--- src/rtl/spi_pkg.sv ---
// Shared definitions for the SPI register slave: FSM encoding, header R/W
// flag values and the sample-edge polarity helper.
package spi_pkg;

   typedef enum logic [2:0] {
      ST_IDLE    = 3'd0,
      ST_HDR     = 3'd1,
      ST_WR      = 3'd2,
      ST_RD      = 3'd3,
      ST_DISCARD = 3'd4
   } spi_state_e;

   localparam logic RW_WRITE = 1'b0;
   localparam logic RW_READ  = 1'b1;

   // Modes 0 and 3 sample on the rising SCK edge, modes 1 and 2 on the falling one.
   function automatic logic sample_on_rise(input logic cpol, input logic cpha);
      return ~(cpol ^ cpha);
   endfunction

endpackage

--- src/rtl/spi_sync_edge.sv ---
// Multi-stage synchroniser with registered rise/fall pulses. The level output
// appears STAGES cycles after the pin, the pulses one cycle later.
module spi_sync_edge #(
   parameter int STAGES = 3
) (
   input  logic clk,
   input  logic rst_n,
   input  logic din,
   output logic dout,
   output logic rise,
   output logic fall
);

   logic [STAGES-1:0] sync;
   logic              prev;

   assign dout = sync[STAGES-1];

   // Shift the pin through the chain and flag level changes at its output.
   always_ff @(posedge clk or negedge rst_n) begin
      if (!rst_n) begin
         sync <= '0;
         prev <= 1'b0;
         rise <= 1'b0;
         fall <= 1'b0;
      end else begin
         sync <= {sync[STAGES-2:0], din};
         prev <= sync[STAGES-1];
         rise <= sync[STAGES-1] & ~prev;
         fall <= ~sync[STAGES-1] & prev;
      end
   end

endmodule

--- src/rtl/spi_reg_slave.sv ---
// SPI slave to register-bus bridge, all four SPI modes, optional burst.
//
// state      | meaning
// -----------+----------------------------------------------------------
// ST_IDLE    | cs high (or not yet seen high after reset), edges ignored
// ST_HDR     | shifting in {rw, addr}
// ST_WR      | shifting in write words, one wr_en per completed word
// ST_RD      | shifting out read words, prefetching the next address
// ST_DISCARD | single-word frame done, remaining bits ignored
module spi_reg_slave
   import spi_pkg::*;
#(
   parameter int ADDR_W      = 7,
   parameter int DATA_W      = 8,
   parameter int CPOL        = 0,
   parameter int CPHA        = 0,
   parameter int SYNC_STAGES = 3,
   parameter int RD_LAT      = 2,
   parameter int BURST_EN    = 1
) (
   input  logic              clk,
   input  logic              rst_n,
   input  logic              cs,
   input  logic              sck,
   input  logic              mosi,
   output logic              miso,
   output logic              wr_en,
   output logic [ADDR_W-1:0] wr_addr,
   output logic [DATA_W-1:0] wr_data,
   output logic              rd_req,
   output logic [ADDR_W-1:0] rd_addr,
   input  logic [DATA_W-1:0] rd_data,
   output logic              busy,
   output logic              frame_abort
);

   localparam int   HDR_W    = ADDR_W + 1;
   localparam int   MAXW     = (HDR_W > DATA_W) ? HDR_W : DATA_W;
   localparam int   CNT_W    = $clog2(MAXW + 1);
   localparam int   LAT_W    = $clog2(RD_LAT + 2);
   localparam logic SMP_RISE = sample_on_rise(CPOL != 0, CPHA != 0);

   spi_state_e         state, state_d;
   logic               cs_lvl, cs_rise, cs_fall;
   logic               sck_lvl_unused, sck_rise, sck_fall;
   logic [SYNC_STAGES:0] mosi_pipe;
   logic               mosi_s;
   logic               armed, active, smp, shf, last_bit, hdr_done, word_done;
   logic               load_pend;
   logic [CNT_W-1:0]   bit_cnt;
   logic [MAXW-2:0]    rx;
   logic [HDR_W-1:0]   hdr_word;
   logic [DATA_W-1:0]  data_word, tx, hold;
   logic [ADDR_W-1:0]  addr;
   logic [LAT_W-1:0]   lat_cnt;

   spi_sync_edge #(.STAGES(SYNC_STAGES)) u_sck_sync (
      .clk(clk), .rst_n(rst_n), .din(sck),
      .dout(sck_lvl_unused), .rise(sck_rise), .fall(sck_fall)
   );

   spi_sync_edge #(.STAGES(SYNC_STAGES)) u_cs_sync (
      .clk(clk), .rst_n(rst_n), .din(cs),
      .dout(cs_lvl), .rise(cs_rise), .fall(cs_fall)
   );

   // mosi gets one extra stage so it lines up with the registered edge pulses;
   // armed blocks busy until cs has been seen high after reset.
   always_ff @(posedge clk or negedge rst_n) begin
      if (!rst_n) begin
         mosi_pipe <= '0;
         armed     <= 1'b0;
      end else begin
         mosi_pipe <= {mosi_pipe[SYNC_STAGES-1:0], mosi};
         armed     <= armed | cs_lvl;
      end
   end

   assign mosi_s    = mosi_pipe[SYNC_STAGES];
   assign active    = ~cs_lvl && (state != ST_IDLE);
   assign smp       = active && (SMP_RISE ? sck_rise : sck_fall);
   assign shf       = active && (SMP_RISE ? sck_fall : sck_rise);
   assign hdr_word  = {rx[HDR_W-2:0], mosi_s};
   assign data_word = {rx[DATA_W-2:0], mosi_s};
   assign last_bit  = (state == ST_HDR) ? (bit_cnt == CNT_W'(HDR_W - 1))
                                        : (bit_cnt == CNT_W'(DATA_W - 1));
   assign hdr_done  = smp && (state == ST_HDR) && last_bit;
   assign word_done = smp && ((state == ST_WR) || (state == ST_RD)) && last_bit;

   assign miso = (state == ST_RD) && ~cs_lvl && tx[DATA_W-1];
   assign busy = armed && ~cs_lvl;

   // State register.
   always_ff @(posedge clk or negedge rst_n) begin
      if (!rst_n) state <= ST_IDLE;
      else        state <= state_d;
   end

   // Next-state decode; a cs rise always returns to idle.
   always_comb begin
      state_d = state;
      if (cs_rise) begin
         state_d = ST_IDLE;
      end else begin
         case (state)
            ST_IDLE: if (cs_fall) state_d = ST_HDR;
            ST_HDR:  if (hdr_done)
                        state_d = (hdr_word[HDR_W-1] == RW_READ) ? ST_RD : ST_WR;
            ST_WR, ST_RD: if (word_done && (BURST_EN == 0)) state_d = ST_DISCARD;
            default: ;
         endcase
      end
   end

   // Shifters, bit counter, address tracking, bus strobes and read-latency timer.
   always_ff @(posedge clk or negedge rst_n) begin
      if (!rst_n) begin
         wr_en       <= 1'b0;
         wr_addr     <= '0;
         wr_data     <= '0;
         rd_req      <= 1'b0;
         rd_addr     <= '0;
         frame_abort <= 1'b0;
         bit_cnt     <= '0;
         rx          <= '0;
         tx          <= '0;
         hold        <= '0;
         addr        <= '0;
         lat_cnt     <= '0;
         load_pend   <= 1'b0;
      end else begin
         wr_en       <= 1'b0;
         rd_req      <= 1'b0;
         frame_abort <= 1'b0;
         if (lat_cnt != '0)          lat_cnt <= lat_cnt - LAT_W'(1);
         if (lat_cnt == LAT_W'(1))   hold    <= rd_data;
         if (cs_rise || cs_fall) begin
            frame_abort <= cs_rise && (state != ST_IDLE) && (bit_cnt != '0);
            bit_cnt     <= '0;
            rx          <= '0;
            tx          <= '0;
            load_pend   <= 1'b0;
            lat_cnt     <= '0;
            if (cs_fall) hold <= '0;
         end else begin
            if (smp) begin
               rx      <= {rx[MAXW-3:0], mosi_s};
               bit_cnt <= last_bit ? '0 : bit_cnt + CNT_W'(1);
               if (hdr_done) begin
                  addr <= hdr_word[ADDR_W-1:0];
                  if (hdr_word[HDR_W-1] == RW_READ) begin
                     rd_req    <= 1'b1;
                     rd_addr   <= hdr_word[ADDR_W-1:0];
                     lat_cnt   <= LAT_W'(RD_LAT + 1);
                     load_pend <= 1'b1;
                  end
               end
               if (word_done && (state == ST_WR)) begin
                  wr_en   <= 1'b1;
                  wr_addr <= addr;
                  wr_data <= data_word;
                  addr    <= addr + ADDR_W'(1);
               end
               if (word_done && (state == ST_RD) && (BURST_EN != 0)) begin
                  rd_req    <= 1'b1;
                  rd_addr   <= addr + ADDR_W'(1);
                  addr      <= addr + ADDR_W'(1);
                  lat_cnt   <= LAT_W'(RD_LAT + 1);
                  load_pend <= 1'b1;
               end
            end
            if (shf) begin
               if (load_pend) begin
                  tx        <= hold;
                  load_pend <= 1'b0;
               end else begin
                  tx <= {tx[DATA_W-2:0], 1'b0};
               end
            end
         end
      end
   end

endmodule

--- config.mk ---
export PLATFORM = sky130hd
export DESIGN_NAME = spi_reg_slave
export DESIGN_NICKNAME = d
export VERILOG_FILES = /design/src/rtl/spi_pkg.sv /design/src/rtl/spi_sync_edge.sv /design/src/rtl/spi_reg_slave.sv
export SDC_FILE = /design/constraint.sdc
export NUM_CORES = 1
export LEC_CHECK = 0
export ABC_AREA = 1
export CAP_MARGIN = 20
export CORE_MARGIN = 5
export CORE_UTILIZATION = 55
export CTS_CLUSTER_DIAMETER = 200
export DETAILED_ROUTE_END_ITERATION = 8
export DONT_BUFFER_PORTS = 1
export GPL_TIMING_DRIVEN = 0
export HOLD_SLACK_MARGIN = 0.02
export PLACE_DENSITY = 0.74
export SLEW_MARGIN = 0
export SYNTH_ARGS = -nofsm -noshare
export SYNTH_HDL_FRONTEND = slang
export SYNTH_SLANG_ARGS = --single-unit
--- constraint.sdc ---
create_clock -name clk -period 4.69 [get_ports clk]
set_input_delay 0.938 -clock clk [delete_from_list [all_inputs] [get_ports clk]]
set_output_delay 0.938 -clock clk [all_outputs]
set_load 0.005 [all_outputs]
==> reports/summary.txt <==
Status: completed
Remaining Overflow, GRT: 0
Slowest cell on the critical path: dfrtp_1
Number of remaining DRC errors: 0
Synth Area in XOR/XNOR: 0.493%
Largest family of logic cells by synthesized area: simple AND/OR/NAND/NOR gates
Post_cts resized: 0
Clock skew: 14.0 ps
RSZ-0062 raised after global routing: no
Core Footprint: 6310 um2
Die H: 90.4 um
CTS tree: yes
Hold buffers post-CTS: 0
DRT iter0 DRCs: 229
CTS clk-pin slew, worst paths: 80 ps
Shortest period the worst path allows: 2190 ps
Clock Root Buffer: clkbuf_8
Critical R2R Capture: rd_addr[3]
Reg2reg path depth: 8
Post-synthesis compound-gate area fraction: 7.32%
Worst vdd ir: 0.220 mV
Synth Area in Adders: 1.06%
Crit Path Max Fanout: 6
Via count: 2609
ANT nets after route: 0
Final setup fails: 0
Post-CTS setup buffer count: 0
Routed vias/inst: 5.31
Post-synthesis sequential area ratio: 57.0%
TritonCTS buffer count: 9
Slew of the pin with the lowest slew margin: 527 ps
CP top delay family: flip-flops
Setup TNS: 0 ps
Required time of the critical path: 3750 ps
WL/cell: 14.3 um
Initial Utilization: 56.3%
Final hold vios: 0
Crit end category: output pin
CTS sink cnt: 81
Top cell type's share of synthesized area: 57.0%
Fin nets: 425
DP Wirelength: 5.04 mm
Post-synthesis mux area share: 0%
# fillers: 537
Initial antenna violation count: 0
# H-tree levels: 3
Final Util: 61.0%
CP cell instances: inv_1, nand2_1, nor2_1
Final GP Congestion: 0.927
Startpoint types: flop
# rows: 29
Maxcap violations: 0
Yosys Warn Count: 0
N_diodes: 0
Post-synth net total: 414
Vias in the first global route: 2581
WP buf/inv: 1
Cells after synthesis: 398
Mean area per synthesized cell: 8.93 um2
FF-to-FF setup slack: 2930 ps
Post-synth cell types: 26
Peak Freq: 0.456 GHz
Top cells by area, synth: dfrtp_1 (57%), nand2_1 (14%), inv_1 (4.5%)
Pin count of the biggest net entering global routing: 82
Die extent in x: 90.4 um
Most frequent cells in the layout: nand2_1 (128), dfrtp_1 (81), inv_1 (43), o21ai_0 (31), nand3_1 (26)
Post-route clock period utilization: 46.8%
Pre-Repair DR Iteration Count: 4
Total routed wirelength: 7.02 mm
Gr usage total: 18.5%
Die area: 8170 um2
Synth Area in Simple Gates: 27.7%
Input/output buffers: 0
Fin. max-slew vios: 0
Critical Path Max Stage Delay: 460 ps
RR Startpoint: bit_cnt[0]
Register bit count reported by yosys: 81
Yosys top cell by area: dfrtp_1
P per Cell Area: 328 nW/um2
Mapped cell area: 3550 um2
Commonest non-fill, non-tap cell in the layout: nand2_1
Non-Filler Instances: 491
Clock buffer depth: 2
Cells after DPL: 475
Crit path DAT: 1260 ps
Global-route wire length before repair: 12.2 mm
Layout cells sized above 1: 7.97%
Relative slew slack: 64.9%
Leak pwr: 1.92 nW
IO Pins: 40
Kind of critical path: flop to output pin
Worst min path class: input pin to asynchronous set/reset pin
Clock latency on the worst-skew pair: 360 ps
Area grow syn2layout: 8.45%
==> layout make-up <==
| type | count | area (um2) | area share [%] |
|---|---|---|---|
| Sequential cell | 81 | 2030 | 52.6 |
| Clock buffer | 11 | 141 | 3.67 |
| Tap cell | 77 | 96.3 | 2.50 |
| Multi-Input combinational cell | 261 | 1300 | 33.7 |
| Inverter | 45 | 169 | 4.38 |
| Buffer | 11 | 57.6 | 1.49 |
| Clock inverter | 5 | 62.6 | 1.62 |
==> where the power goes <==
part	total, mW	internal [mW]	switching [mW]
Combinational	0.0362	0.00826	0.0280
Clock	0.515	0.264	0.251
Sequential	0.715	0.707	0.00799
Total	1.27	0.979	0.287
==> metal layers <==
| metal | part of all wire (%) | global-route usage [%] | vias to the layer above |
|---|---|---|---|
| met5 | 0 | 0 | - |
| met4 | 2.9 | 9.43 | 0 |
| met3 | 6.1 | 4.83 | 18 |
| met2 | 46 | 26.5 | 66 |
| met1 | 45 | 25.7 | 1218 |
| li1 | - | - | 1307 |
==> Yosys cell counts, drive strengths merged <==
cell and n:
nand2 129, dfrtp 81, inv 45, o21ai 31, nand3 30, nor2 24
nand4 18, a21oi 11, o22ai 7, clkbuf 6, buf 5, ha 3
nor3 3, nand3b 2, a31oi 1, xnor2 1, xor2 1
==> kinds of logic (layout without fill, tap and decap cells) <==
group	after synthesis	after routing
XOR/XNOR	2	2
adder cells (fa/ha/maj)	3	3
AND/OR/NAND/NOR	206	206
flip-flops	81	81
AO/OA/AOI/OAI	50	50
buffers and inverters	56	72
==> per-stage QoR <==
step | instance area [um2] | hold WS (ps) | power [mW] | worst slack [ps]
2_1_floorplan | 3550 | 331 | 0.756 | 3010
6_report | 3850 | 273 | 1.27 | 2500
3_3_place_gp | 3650 | 332 | 0.763 | 2860
4_1_cts | 3850 | 267 | 1.28 | 2470
5_1_grt | 3850 | 242 | 1.32 | 2430
3_5_place_dp | 3650 | 336 | 0.765 | 2840
==> registers in the layout, summed over array words and instances, names as in the netlist, 2 cells and up <==
signal,cells
u_sck_sync.sync,3
wr_addr,7
rd_addr,7
rx,7
tx,8
addr,7
lat_cnt,2
wr_data,8
bit_cnt,4
state,2
hold,8
u_cs_sync.sync,3
mosi_pipe,4
==> worst max path at each step <==
stage | to | start | slack [ps] | depth (start not counted)
after floorplan | miso | u_cs_sync.sync[2] | 3010 | 3
after global placement | miso | u_cs_sync.sync[2] | 2860 | 3
after detailed placement | miso | u_cs_sync.sync[2] | 2840 | 3
after CTS | miso | u_cs_sync.sync[2] | 2470 | 3
after global routing | miso | u_cs_sync.sync[2] | 2430 | 3
final | miso | u_cs_sync.sync[2] | 2500 | 3
Note: power is estimated with default switching activity, not from simulation.
